**src/rtl/vec_mem_sequencer.sv**
```systemverilog
// MEM-stage sequencer for scalar and vector memory ops over one N-bit memory port.
// Scalar ops pass straight through in the same cycle. A vector op stalls the
// pipeline while its V elements are accessed one per cycle. Loaded elements are
// assembled into data_mem_v_o.
//
// state | meaning
// ------+---------------------------------------------------------------
// IDLE  | pass scalar ops through; on a vector op latch it and stall
// XFER  | one element access per cycle at base+idx, pipeline stalled
// DONE  | release stall, pulse done_o, MEM/WB captures the vector buffer
module vec_mem_sequencer #(
   parameter int N = 32,
   parameter int V = 20
) (
   input  logic                  CLK,
   input  logic                  RST,
   input  logic                  start_i,
   input  logic                  vector_i,
   input  logic                  write_i,
   input  logic [N-1:0]          addr_i,
   input  logic [N-1:0]          wdata_s_i,
   input  logic [V-1:0][N-1:0]   wdata_v_i,
   input  logic [N-1:0]          mem_rdata_i,
   output logic [N-1:0]          mem_addr_o,
   output logic                  mem_we_o,
   output logic [N-1:0]          mem_wdata_o,
   output logic [N-1:0]          data_mem_s_o,
   output logic [V-1:0][N-1:0]   data_mem_v_o,
   output logic                  stall_o,
   output logic                  pipe_enable_o,
   output logic                  done_o
);

   localparam int IW = (V > 1) ? $clog2(V) : 1;
   localparam logic [IW-1:0] LAST = IW'(V - 1);

   typedef enum logic [1:0] {IDLE, XFER, DONE} state_t;

   state_t                state, state_nxt;
   logic [IW-1:0]         idx;
   logic [N-1:0]          base;
   logic [V-1:0][N-1:0]   wbuf;
   logic                  wr;
   logic                  vec_go;

   assign vec_go = (state == IDLE) && start_i && vector_i;

   // State register.
   always_ff @(posedge CLK) begin
      if (RST) state <= IDLE;
      else     state <= state_nxt;
   end

   // Latch the vector op on entry, then step idx and collect load data in XFER.
   always_ff @(posedge CLK) begin
      if (RST) begin
         idx          <= '0;
         base         <= '0;
         wbuf         <= '0;
         wr           <= 1'b0;
         data_mem_v_o <= '0;
      end else if (vec_go) begin
         base <= addr_i;
         wbuf <= wdata_v_i;
         wr   <= write_i;
         idx  <= '0;
      end else if (state == XFER) begin
         if (!wr) data_mem_v_o[idx] <= mem_rdata_i;
         if (idx != LAST) idx <= idx + 1'b1;
      end
   end

   // Next state and memory-port / pipeline-control outputs.
   always_comb begin
      state_nxt   = state;
      mem_addr_o  = addr_i;
      mem_we_o    = 1'b0;
      mem_wdata_o = wdata_s_i;
      stall_o     = 1'b0;
      done_o      = 1'b0;
      case (state)
         IDLE: begin
            if (start_i) begin
               if (vector_i) begin
                  stall_o   = 1'b1;
                  state_nxt = XFER;
               end else begin
                  mem_we_o = write_i;
               end
            end
         end
         XFER: begin
            stall_o     = 1'b1;
            mem_addr_o  = base + N'(idx);
            mem_we_o    = wr;
            mem_wdata_o = wbuf[idx];
            if (idx == LAST) state_nxt = DONE;
         end
         DONE: begin
            // start_i still shows the finished instruction here, so it is not looked at.
            done_o    = 1'b1;
            state_nxt = IDLE;
         end
         default: state_nxt = IDLE;
      endcase
      // Kill any in-flight write and release the pipeline during the reset cycle itself.
      if (RST) begin
         stall_o  = 1'b0;
         done_o   = 1'b0;
         mem_we_o = 1'b0;
      end
   end

   assign pipe_enable_o = ~stall_o;
   assign data_mem_s_o  = mem_rdata_i;

endmodule

```
**config.mk**
```make
export PLATFORM = sky130hd
export DESIGN_NAME = vec_mem_sequencer
export DESIGN_NICKNAME = d
export VERILOG_FILES = /design/src/rtl/vec_mem_sequencer.sv
export SDC_FILE = /design/constraint.sdc
export NUM_CORES = 2
export LEC_CHECK = 0
export BUFFER_PORTS_ARGS = -buffer_cell sky130_fd_sc_hd__buf_2
export CAP_MARGIN = 20
export CORE_AREA = 5 5 572 574
export DETAILED_ROUTE_END_ITERATION = 8
export DIE_AREA = 0 0 577 579
export HOLD_SLACK_MARGIN = 0.05
export SYNTH_ARGS = -nofsm -noshare
export SYNTH_HDL_FRONTEND = slang
export SYNTH_SLANG_ARGS = --single-unit
```
**constraint.sdc**
```tcl
create_clock -name CLK -period 3.35 [get_ports CLK]
set_clock_uncertainty 0.2 [all_clocks]
set_input_delay 1.005 -clock CLK [delete_from_list [all_inputs] [get_ports CLK]]
set_output_delay 1.005 -clock CLK [all_outputs]
set_load 0.01 [all_outputs]
```
==> impl_metrics.json <==
{
  "status": "complete, but fails checks",
  "violations": "negative setup slack",
  "synth_area_um2": 51900,
  "regArea_um2": 26500,
  "die_h_um": 579,
  "final_core_util": 0.232,
  "crit_start": "idx[1]$_SDFFE_PP0N_",
  "post-route-period-util": 1.29,
  "synth_edf_count": 0,
  "cts_buffers": 160,
  "cp_max_fo": 11,
  "cp_cell_sequence": "buf_12 > buf_8 > buf_12 > mux2i_1 > o22ai_2 > buf_4 > nor4_4 > buf_4 > a31oi_1 > buf_4 > buf_2",
  "crit_path_start_kind": "flip-flop",
  "critPathTopFamily": "buffers and inverters",
  "setup-tns-final_ns": -52.21,
  "hold_ws_ns": 0.213,
  "p_total_mw": 37.8,
  "via_per_inst": 4.31,
  "gp_congestion": 0.943,
  "cp_slowest_cell": "dfxtp_4",
  "cts.htree.levels": 4,
  "vias": 54600,
  "maxCapViolCount": 0,
  "endpoint_kind": "primary output",
  "grt_max_degree": 127,
  "fmax_mhz": 231,
  "antenna_found_initial": 157,
  "clockBufferDepth": 4,
  "cpPeakStageDelay_ns": 0.44,
  "placedInstanceArea_um2": 66300,
  "clk_pin_slew_ns": 0.06,
  "critical_path_required_ns": 2.14,
  "rsz0062_at_grt": "true",
  "drt_pass1_iterations": 5,
  "drive_above_1_share": 0.302,
  "crit_top_cell": "buf_4",
  "grt_overflow": 0,
  "multi_input_area_um2": 24900,
  "synth_cell_types": 49,
  "yosys.area.top_type_share": 0.509,
  "dieArea_um2": 334000,
  "io_buffers": 1480,
  "clock_latency_ns": 0.82,
  "io_pins": 1481,
  "syn-num-nets": 7416,
  "drt_wl_total_um": 331000,
  "post_drt_wl_per_cell_um": 26.1,
  "async_flop_share": 0,
  "fin_ws_ns": -0.984,
  "irDropWorstVdd_mv": 0.375,
  "syn_inst": 6665,
  "cts_sinks": 1320,
  "final-instance-count-excl-fill": 12700,
  "yosysWarnings": 0,
  "min_period_ns": 4.33,
  "rows": 209,
  "leakagePower_nw": 28.1,
  "grt_pass1_wl_um": 431000,
  "tightest_slew_ns": 0.843,
  "postSynthAreaPerCell_um2": 7.79,
  "dp_hpwl_um": 264000,
  "setup_viol": 63,
  "core-area_um2": 322000,
  "cts_tree": "done",
  "final_nets": 8919,
  "hold_class": "in2reg",
  "ant_nets": 0,
  "layout_commonest_cell": "nand2_1",
  "die_x_um": 577,
  "synth_ff_type": "dfxtp_1",
  "dpl.cell_count": 12300,
  "place_ws_ns": -0.821,
  "hold_buffers": 0,
  "syn_to_final_growth_pct": 44.1,
  "nFillCells": 35800,
  "powerDensity_nw_per_um2": 506,
  "final_cell_mix": "nand2_1, buf_2, a21oi_1",
  "drc_errors": 0,
  "track_usage": 0.185,
  "ys_ff_latch": 1320,
  "postLayoutCellArea_um2": 74800,
  "timing.rr.start": "idx[1]$_SDFFE_PP0N_",
  "yosys-top-cells-area": "dfxtp_1, nand2_1, a21oi_1",
  "drv_slew": 0,
  "initialDrtViolationCount": 4833,
  "hold_violations": 0,
  "synth-seq-area-share": 0.509,
  "cts_root_buf": "clkbuf_16",
  "grt_pass1_vias": 50600,
  "yosysTopAreaCell": "dfxtp_1",
  "path_buf_inv": 7,
  "hold_start": "wdata_v_i[108]",
  "path_class": "reg2out",
  "arrival_ns": 3.13,
  "start_util": 0.161,
  "slew_headroom": 0.436
}
==> worst min-delay path: stages <==
cell and delay [ns]:
buf_2 0.09, nand2_1 0.05, a21oi_1 0.05
==> per-layer routing <==
metal,track usage,wire (µm),share of wire
met1,0.207,121000,0.37
met2,0.334,165000,0.50
met3,0.0343,22400,0.068
met4,0.0984,22100,0.067
met5,0.00199,174,0.00053
==> what timing repair did <==
| item | CTS | global route |
|---|---|---|
| setup endpoints to repair | 67 | 65 |
| setup buffers | 38 | 43 |
| gates cloned | 4 | 3 |
| gates resized for setup | 235 | 175 |
| pin swaps | 47 | 61 |
==> flip-flops by register name, indices dropped and copies added (netlist names) <==
| register | cells |
|---|---|
| base | 32 |
| data_mem_v_o | 640 |
| idx | 5 |
| state | 2 |
| wbuf | 640 |
| wr | 1 |
==> cells by family after synthesis <==
group,Yosys count,share of synthesized area
and+or+nand+nor,2888,0.216
AOI/OAI and AO/OA,1527,0.152
DFF,1320,0.509
buffers and inverters,614,0.0505
muxes,276,0.0643
xor gates and xnor gates,30,0.00506
adders and majority gates,10,0.00256
==> worst paths after layout <==
check                              endpoint  slack [ns]  depth (start not counted)
min reg2reg  data_mem_v_o[542]$_SDFFE_PP0P_        0.25                          2
max                         mem_wdata_o[25]       -0.98                         11
max reg2reg  data_mem_v_o[265]$_SDFFE_PP0P_        0.34                         10
min                  wbuf[108]$_SDFFE_PP0P_        0.21                          3
==> power breakdown <==
| part | internal [mW] | total (mW) | switching [mW] |
|---|---|---|---|
| clock | 10.3 | 17.7 | 7.33 |
| combinational | 1.31 | 3.69 | 2.38 |
| sequential | 16.1 | 16.5 | 0.380 |
| total | 27.8 | 37.8 | 10.1 |
==> area by class of cell <==
type                            count  area share
Multi-Input combinational cell   4731       0.332
Clock buffer                      225      0.0610
Sequential cell                  1320       0.354
Timing Repair Buffer             1951       0.169
Tap cell                         4325      0.0724
Clock inverter                     51     0.00929
Antenna cell                       61     0.00204
Inverter                            4    0.000201
==> synthesized netlist by cell type (all sizes together), types with 9 or more instances <==
cell / n
xnor2: 27
buf: 193
clkbuf: 417
nand3: 9
o21ai: 26
mux4: 46
nand2: 2714
a31oi: 32
ha: 9
a22oi: 14
dfxtp: 1320
nor2: 55
nand4: 9
a21oi: 1329
nor3: 34
o22ai: 114
nor4: 26
mux2i: 229
Power figures use the tool's default switching activity.
